<file path="src/rtl/counter_monitor.sv">
// Watches an external up/down/load counter and predicts its next value.
// Once locked, any sample that disagrees with the prediction is counted as an error.
module counter_monitor #(
  parameter int WIDTH = 16,
  parameter int ERR_W = 8
) (
  input  logic             clk,
  input  logic             reset_n,
  input  logic             enable,
  input  logic [WIDTH-1:0] q,
  input  logic [1:0]       mode,
  input  logic [WIDTH-1:0] d,
  input  logic             clear,
  output logic             locked,
  output logic             err_pulse,
  output logic             err_sticky,
  output logic [ERR_W-1:0] err_count,
  output logic [WIDTH-1:0] expected
);

  typedef enum logic {UNSYNC, TRACK} state_t;

  localparam logic [ERR_W-1:0] ERR_MAX = '1;

  state_t           state;
  state_t           state_next;
  logic [WIDTH-1:0] prediction;
  logic             mismatch;
  logic             pulse_next;
  logic             sticky_next;
  logic [ERR_W-1:0] count_next;
  logic [WIDTH-1:0] expected_next;

  // Value the counter should show on the next enabled sample.
  always_comb begin
    prediction = q;
    case (mode)
      2'b00:   prediction = q;
      2'b01:   prediction = q + 1'b1;
      2'b10:   prediction = q - 1'b1;
      default: prediction = d;
    endcase
  end

  assign mismatch = (state == TRACK) && enable && (q != expected);

  always_ff @(posedge clk or negedge reset_n) begin
    if (!reset_n) begin
      state      <= UNSYNC;
      locked     <= 1'b0;
      err_pulse  <= 1'b0;
      err_sticky <= 1'b0;
      err_count  <= '0;
      expected   <= '0;
    end else begin
      state      <= state_next;
      locked     <= (state_next == TRACK);
      err_pulse  <= pulse_next;
      err_sticky <= sticky_next;
      err_count  <= count_next;
      expected   <= expected_next;
    end
  end

  // Any gap in valid samples loses lock, since the counter may have moved unseen.
  always_comb begin
    state_next = state;
    if (clear || !enable) begin
      state_next = UNSYNC;
    end else begin
      state_next = TRACK;
    end
  end

  // A mismatch still resyncs expected from the observed q, so one glitch flags once.
  always_comb begin
    pulse_next    = 1'b0;
    sticky_next   = err_sticky;
    count_next    = err_count;
    expected_next = expected;
    if (clear) begin
      sticky_next = 1'b0;
      count_next  = '0;
    end else if (enable) begin
      expected_next = prediction;
      if (mismatch) begin
        pulse_next  = 1'b1;
        sticky_next = 1'b1;
        if (err_count != ERR_MAX) begin
          count_next = err_count + 1'b1;
        end
      end
    end
  end

endmodule

</file>
<file path="config.mk">
export PLATFORM = sky130hd
export DESIGN_NAME = counter_monitor
export DESIGN_NICKNAME = d
export VERILOG_FILES = /design/src/rtl/counter_monitor.sv
export SDC_FILE = /design/constraint.sdc
export NUM_CORES = 1
export LEC_CHECK = 0
export ABC_AREA = 1
export CAP_MARGIN = 0
export CORE_MARGIN = 1
export CORE_UTILIZATION = 52
export CTS_CLUSTER_SIZE = 8
export DETAILED_ROUTE_END_ITERATION = 10
export PLACE_DENSITY = 0.82
export SLEW_MARGIN = 30
export SYNTH_ARGS = -nofsm -noshare
export SYNTH_HDL_FRONTEND = slang
export SYNTH_SLANG_ARGS = --single-unit
</file>
<file path="constraint.sdc">
create_clock -name clk -period 1.85 [get_ports clk]
set_clock_uncertainty 0.2 [all_clocks]
set_input_delay 0.185 -clock clk [delete_from_list [all_inputs] [get_ports clk]]
set_output_delay 0.185 -clock clk [all_outputs]
set_load 0.01 [all_outputs]
</file>
Yosys cells after proc, flatten, opt, wreduce, memory -nomap -nowiden --
Cells that the tools add are included.
Storage, ports and cells: flip-flop bits (word level) 27, input port bits 38, output and inout bits 27, word-level logic and storage cells 36
Operators by class: $add $sub $neg 3, equal/unequal tests 4, muxes and demuxes 12, bitwise gates (word level) 1, reductions and logical operators 11
Operator list (count):
- $pmux 16 s3 | 1
- $mux 8 | 4
- $add 16x1->16 const B | 1
- $ne 16x16->1 | 1
- $sub 16x1->16 const B | 1
- $add 8x1->8 const B | 1
- $ne 8x8->1 const B | 1
- $mux 1 | 7
- $reduce_bool 2->1 | 3
- $reduce_and 2->1 | 2
- $reduce_and 3->1 | 1
- $eq 2x1->1 const B | 1
- $eq 2x2->1 const B | 1
- $logic_and 1x1->1 | 2
- $logic_not 2->1 | 1
- $logic_not 1->1 | 1
- $logic_or 1x1->1 | 1
- $not 1->1 | 1

Depth between registers and ports, before layout --
Gate-level depths: netlist of the first run.
depth after elaboration 5, depth in mapped cells 19

Least setup slack after synthesis of the first run --
Ideal clock, no wire load.
kind input -> register, start in mode[0], end reg expected[4], library setup time 0.065 ns, arrival time 1.769 ns, data required time 1.585 ns, path slack -0.185 ns, stages on the path 17, buffers on the path 1, path through inv_1 ha_1 inv_2 buf_6 nand2_1 nand2_1 inv_1 ha_1 a21oi_1 nor2_1 nand2_1 nand2_1 a21oi_1 o21ai_0 a21oi_1 o21ai_0 nand2_1
On the way: longest elaborated chain between the ends 2, elaborated cells between the ends (all ways) 4, those cells by class 2 x eq/ne; 1 x mux; 1 x reduce/logical
RTL lines:
- start, declared | RTL line 11 | input logic [1:0] mode,
- $eq 2x2->1 (tied with other cells) | RTL line 37 | case (mode)
- $pmux 16 s3 * | RTL line 37
- end signal, assigned | RTL line 61 | expected <= expected_next;
- end, declared | RTL line 18 | output logic [WIDTH-1:0] expected
Every way passes the cells marked *; elsewhere a longest branch is shown, timed or not. A chain may end at the register's enable or synchronous reset.

Worst setup path after layout of the first run --
start in mode[0], end reg expected[15]
The elaborated chain is that of the path after synthesis.

==> results of run 1 <==
metrics by stage:
step	utilization, %	cells
floorplan	-	476
global placement	77.5	665
detailed placement	77.5	665
CTS	81.1	676
global route	87.7	688
finish	87.7	688
path summary, 6_finish.rpt:
| path | depth (start not counted) | to | start | slack (ps) |
|---|---|---|---|---|
| max in group asynchronous | 2 | expected[9] | reset_n | 1100 |
| max reg2reg | 9 | err_count[4] | err_count[4] | 0 |
| min in group clk | 5 | expected[8] | q[8] | 220 |
| max | 17 | expected[15] | mode[0] | -40 |
| min reg2reg | 2 | expected[1] | expected[1] | 350 |
| min | 2 | err_count[0] | reset_n | 80 |
worst max-delay path: cells and delay by family:
family	cells	cell delay, ps
simple gates	12	1040
buf+inv	4	400
fa+ha+maj	1	230
synth_stat cells:
| cell | instances |
|---|---|
| nand2_1 | 171 |
| inv_1 | 50 |
| nor2_1 | 49 |
| nand3_1 | 35 |
| a21oi_1 | 31 |
| dfrtp_1 | 27 |
| o21ai_0 | 15 |
| nand2_2 | 10 |
| nor2_2 | 7 |
| xor2_1 | 7 |
| ha_1 | 6 |
| nand4_1 | 6 |
| xnor2_1 | 6 |
| buf_6 | 5 |
| clkbuf_1 | 5 |
| nor2_4 | 5 |
| nand3b_1 | 4 |
| nor3_1 | 4 |
| and2_1 | 3 |
| inv_2 | 3 |
| o211ai_1 | 3 |
| o21ai_1 | 3 |
| a31oi_1 | 2 |
| clkbuf_8 | 2 |
| clkinv_1 | 2 |
| a211oi_1 | 1 |
| a21o_1 | 1 |
| a21oi_2 | 1 |
| a221oi_1 | 1 |
| buf_2 | 1 |
| clkbuf_2 | 1 |
| dlygate4sd1_1 | 1 |
| dlymetal6s2s_1 | 1 |
| nand3_2 | 1 |
| nor2_8 | 1 |
| o21bai_4 | 1 |
| o22ai_1 | 1 |
| o31ai_1 | 1 |
| or2_0 | 1 |
| or2_2 | 1 |
cell type report:
class                   instances  area, um^2  area share, %
multi-input cells             378        2100           46.0
clock buffers                   4        45.0          0.987
repair buffers                154        1440           31.6
well taps                      70        87.6           1.92
flip-flops and latches         27         676           14.8
inverters                      55         214           4.69
metal layers:
layer	vias up	global-route usage [%]	share of wire [%]
met1	1818	41.1	39
met5	-	0	0
met3	56	6.23	8.9
met4	0	7.88	3.7
met2	254	60.5	49
li1	1786	-	-
state kept, by name (all words and copies together) (netlist names):
name and cells:
expected 16, err_count 8, state 1, err_pulse 1, err_sticky 1
cells by family after synthesis:
group | synth area share [%]
xor+xnor | 3.98
compound gates | 12.1
fa+ha+maj | 2.62
flops | 23.6
simple gates | 45.8
buf+inv | 11.9
what timing repair did:
item / 4_1_cts / 5_1_grt
buffers inserted: 5 / 11
pin swaps: 16 / 29
gates cloned: 2 / 1
resized for setup: 40 / 69
endpoints found under the setup margin: 22 / 22
power groups by stage:
stage / combinational (W) / sequential (W) / clock [W]
final: 0.00115 / 0.000714 / 0.000337
after global routing: 0.00124 / 0.000721 / 0.000354
after floorplan: 0.000446 / 0.000755 / 0
after global placement: 0.000951 / 0.000722 / 0
after CTS: 0.00102 / 0.000713 / 0.000335
after detailed placement: 0.000976 / 0.000724 / 0
cell usage in the layout, fill, tap and decap left out, types with 4 or more instances in the layout:
cell / netlist / final
dfrtp_1: 27 / 27
nand4_1: 6 / 6
o21ai_1: 3 / 6
dlygate4sd2_1: 0 / 10
nor2_4: 5 / 11
nor2_1: 49 / 39
nand3_2: 1 / 5
a21oi_2: 1 / 5
inv_1: 50 / 46
inv_2: 3 / 5
o21ai_0: 15 / 9
xnor2_1: 6 / 6
nor2_2: 7 / 11
nand2_4: 0 / 6
nand2_2: 10 / 27
clkdlybuf4s50_1: 0 / 47
a21oi_1: 31 / 26
xor2_1: 7 / 7
buf_6: 5 / 4
nand2_1: 171 / 148
dlymetal6s2s_1: 1 / 5
nand3b_1: 4 / 4
nand3_1: 35 / 30
buf_4: 0 / 80
==> results.ini, run 1 <==
[power]
p_per_area_mw_per_mm2 = 483
vdd_ir_drop_max_mv = 0.639
p_int_w = 0.00137
power.leakage_nw = 2.39
swShare_pct = 38.0
total_power_w = 0.00220
clockPowerShare_pct = 15.3
p_seq_share_pct = 32.4
p_comb_share_pct = 52.4
p_sw_w = 0.000839

[sta]
period_minus_slack_ps = 1890
setup_viol = 5
max_slew_margin_pct = 55.4
whs_ps = 77.1
worstMarginPinSlew_ps = 668
fmax_mhz = 528
worst_slack_ps = -44.1
timing.final.crit_share_pct = 102
grt_setup_unrepaired = true
slew_viol_final = 0
hold_viol_final = 0
setup_tns_ps = -97.8

[clock_tree]
cts_num_sinks = 27
cts_tree = yes
clock_path_buffers = 2
cts_buffers = 3
root_buffer = clkbuf_8
cts_htree_levels = 1
clkTransAtPathRegs_ps = 90
clk_latency_ps = 270
postCtsHoldBufs = 0

[yosys]
synth_area_leader_cell = dfrtp_1
yosysTopAreaCellShare_pct = 23.6
synthTopCellsByArea = dfrtp_1 24%, nand2_1 22%, inv_1 6.6%, nor2_1 6.4%, nand3_1 6.1%
yosysSeqAreaShare_pct = 23.6
synth_area_mm2 = 0.00286
syn-num-nets = 520
ys.warnings.count = 0
synthCells = 476
synthDistinctLibCells = 40
synth-seq-cells = 27
syn_area_per_cell_um2 = 6.01

[critical_path]
critPathMaxFanout = 6
cp-end-kind = flop
max_stage_delay_ps = 230
cp-start-kind = primary input
crit_path_frequent_cell = nand2_1
crit_slowest_cell = ha_4
path_class = in -> reg
path_cells = buf_8, inv_6, ha_4, buf_12, buf_16, nand2_1, nand2_2, nand2_2, nor2_2, and2_1, nand2_2, nand2_1, nand2_1, nand3_1, nand2_1, nand2_1, nand2_1
cp.required_ps = 1820
worst_ep_arrival_time_ps = 1860

[placed_design]
placed_area_mm2 = 0.00403
io_buffers = 64
dp_slack_ps = -670
place_congestion = 0.950
hpwlAfterDp_um = 7350

[routing]
firstDrtPassIters = 5
drc = 0
drtIter0Drc = 444
via_per_inst = 5.69
antenna_left = 0
vias = 3914
wl_per_cell_um = 16.5
routed_wl_um = 11400

[floorplanning]
pin_count = 65
die_w_um = 76.2
die-area_mm2 = 0.00581
coreArea_mm2 = 0.00520
start_util_pct = 55.0
num_rows = 26
die_h_um = 76.2

[global_route]
grt_max_degree = 28
grt_overflow = 0
first_global_vias = 3489
grt_pass1_wl_um = 15900
grt_usage_pct = 33.5
antenna_found_initial = 0

[worst_hold_path]
min_path_type = in -> async

[layout]
antennaDiodeCount = 0
nets = 663
nFillCells = 279
drive_above_1_share_pct = 29.3
final_area_mm2 = 0.00456
area_growth_pct = 59.4

[outcome]
status = complete, but fails checks
violations = negative setup slack

[job]
maxCapViolCount = 0

Note: power is estimated with default switching activity, not from simulation.
==> inputs of run 2 (changes only) <==
--- a/config.mk
+++ b/config.mk
@@ -7,11 +7,13 @@
 export LEC_CHECK = 0
 export ABC_AREA = 1
 export CAP_MARGIN = 0
+export CELL_PAD_IN_SITES_DETAIL_PLACEMENT = 0
+export CELL_PAD_IN_SITES_GLOBAL_PLACEMENT = 1
 export CORE_MARGIN = 1
-export CORE_UTILIZATION = 52
+export CORE_UTILIZATION = 35
 export CTS_CLUSTER_SIZE = 8
 export DETAILED_ROUTE_END_ITERATION = 10
-export PLACE_DENSITY = 0.82
+export PLACE_DENSITY_LB_ADDON = 0.1
 export SLEW_MARGIN = 30
 export SYNTH_ARGS = -nofsm -noshare
 export SYNTH_HDL_FRONTEND = slang
==> run 2 against run 1 <==
The flow now finishes without violations. Flip-flop and latch count stayed put. Final cell count increased by 4.1%. Die area up 47%. Combinational power is essentially flat. Critical endpoint is now expected[14]. Largest power group unchanged. Highest routed layer unchanged.
==> results.ini, run 2 (synthesized netlist as in run 1, its figures left out) <==
[outcome]
status = completed  ; was complete, but fails checks

[clock_tree]
clk_latency_ps = 270  ; about the same
clkTransAtPathRegs_ps = 90  ; about the same
cts_num_sinks = 27  ; unchanged
clock_path_buffers = 2  ; unchanged
cts_buffers = 3  ; unchanged
postCtsHoldBufs = 0  ; unchanged
cts_htree_levels = 1  ; unchanged
root_buffer = clkbuf_8  ; unchanged
cts_tree = yes  ; unchanged

[layout]
largest_register = expected  ; unchanged
final_area_mm2 = 0.00469  ; was 0.00456 mm^2
final-seq-area_um2 = 676  ; unchanged
multi_input_area_mm2 = 0.00218  ; was 0.00210 mm^2
reg_top3 = expected: 16 flops, err_count: 8 flops  ; unchanged
antennaDiodeCount = 0  ; unchanged
area_growth_pct = 64.0  ; was 59.4%
mostFrequentLayoutCells = 136 x nand2_1, 74 x buf_4, 47 x clkdlybuf4s50_1, 45 x inv_1, 39 x nor2_1  ; was 148 x nand2_1, 80 x buf_4, 47 x clkdlybuf4s50_1, 46 x inv_1, 39 x nor2_1
final_common_cell = nand2_1  ; unchanged
drive_above_1_share_pct = 30.6  ; was 29.3%
largest_register_ffs = 16  ; unchanged
nets = 659  ; was 663
nFillCells = 755  ; was 279

[routing]
drc = 0  ; unchanged
firstDrtPassIters = 5  ; unchanged
routed_wl_um = 9810  ; was 11400 um
antenna_left = 0  ; unchanged
drtIter0Drc = 144  ; was 444
via_per_inst = 4.85  ; was 5.69
vias = 3474  ; was 3914
wl_per_cell_um = 13.7  ; was 16.5 um

[power]
total_power_w = 0.00217  ; was 0.00220 W
vdd_ir_drop_max_mv = 0.298  ; was 0.639 mV
p_per_area_mw_per_mm2 = 463  ; was 483 mW/mm^2
power.leakage_nw = 2.42  ; was 2.39 nW

[critical_path]
critPathMaxFanout = 6  ; unchanged
worst_ep_arrival_time_ps = 1750  ; was 1860 ps
r2r_start = err_count[0]  ; was err_count[4]
cp.required_ps = 1820  ; about the same
rr_endpoint = err_count[2]  ; was err_count[4]
cp-start-kind = primary input  ; unchanged
r2r_slack_ps = 120  ; was 0 ps
path_class = in -> reg  ; unchanged
reg2regPathDepth = 8  ; was 9
cp-end-kind = flop  ; unchanged

[global_route]
grt_max_degree = 28  ; unchanged
first_global_vias = 3323  ; was 3489
grt_pass1_wl_um = 15700  ; was 15900 um
antenna_found_initial = 0  ; unchanged
grt_overflow = 0  ; unchanged
grt_usage_pct = 22.9  ; was 33.5%

[floorplanning]
die_w_um = 92.4  ; was 76.2 um
pin_count = 65  ; unchanged
coreArea_mm2 = 0.00781  ; was 0.00520 mm^2
die_h_um = 92.4  ; was 76.2 um
num_rows = 32  ; was 26
start_util_pct = 36.7  ; was 55.0%
die-area_mm2 = 0.00855  ; was 0.00581 mm^2

[sta]
period_minus_slack_ps = 1780  ; was 1890 ps
setup_viol = 0  ; was 5
grt_setup_unrepaired = true  ; unchanged
slew_viol_final = 0  ; unchanged
max_slew_margin_pct = 75.4  ; was 55.4%
timing.final.crit_share_pct = 96.0  ; was 102%
hold_viol_final = 0  ; unchanged
worstMarginPinSlew_ps = 369  ; was 668 ps
fmax_mhz = 563  ; was 528 MHz

[placed_design]
io_buffers = 64  ; unchanged
placed_area_mm2 = 0.00409  ; was 0.00403 mm^2
place_congestion = 0.882  ; was 0.950
hpwlAfterDp_um = 7420  ; was 7350 um

[worst_hold_path]
min_path_type = in -> async  ; unchanged

[job]
maxCapViolCount = 0  ; unchanged

-- run 2: how the worst max path moves through the flow --
stage	startpoint	depth (start not counted)	to
after floorplan	mode[0]	19	expected[8]
after global placement	mode[0]	17	expected[13]
after detailed placement	mode[0]	17	expected[13]
after CTS	q[13]	10	err_count[7]
after global routing	mode[0]	16	expected[14]
final	mode[0]	16	expected[14]
-- run 2: repair_timing --
item                                    4_1_cts  5_1_grt
endpoints found under the setup margin       23       20
cloned                                        1        3
pin swaps                                    12       27
hold endpoints to repair                      0        0
gates resized for setup                      30       96
buffers inserted                              4        8
-- run 2: metrics by stage --
| stage | setup WS (ps) | util [%] | cells | TNS (ps) | hold WS [ps] |
|---|---|---|---|---|---|
| finish | 74.0 | 60.1 | 716 | 0 | 84.4 |
| CTS | 1.95 | 54.1 | 705 | 0 | 99.2 |
| global route | -49.1 | 60.1 | 716 | -261 | 113 |
| detailed placement | -655 | 52.4 | 696 | -12400 | 275 |
| global placement | -635 | 52.4 | 696 | -11560 | 268 |
| floorplan | 1.92 | - | 476 | 0 | -311 |
-- run 2: area by class of cell --
class                   count  share of cell area, %
clock buffers               4                  0.959
inverters                  55                   4.72
multi-input cells         378                   46.4
flip-flops and latches     27                   14.4
well taps                 102                   2.72
repair buffers            150                   30.8
-- run 2: per-layer routing --
layer | GRT usage (%) | part of all wire (%) | vias to the layer above
met5 | 0 | 0 | -
met2 | 38.8 | 47 | 82
met3 | 2.38 | 5.9 | 10
li1 | - | - | 1782
met4 | 4.04 | 1.3 | 0
met1 | 31.5 | 45 | 1600
-- run 2: power breakdown --
| group | switching [W] | internal (W) | total [W] |
|---|---|---|---|
| logic | 0.000569 | 0.000557 | 0.00113 |
| clock network | 0.000180 | 0.000154 | 0.000334 |
| registers | 0.0000576 | 0.000656 | 0.000714 |
| total | 0.000806 | 0.00137 | 0.00217 |
-- run 2: critical path: stages --
cell and delay [ps]:
buf_8 100, inv_6 50, ha_4 230, inv_6 70, buf_12 140, nand2_1 70
nand2_2 110, nand2_2 120, nor2_2 50, buf_4 140, a21oi_4 140, nand3b_1 90
nand3_1 90, nand2_1 70, nand2_1 60, nand2_1 40
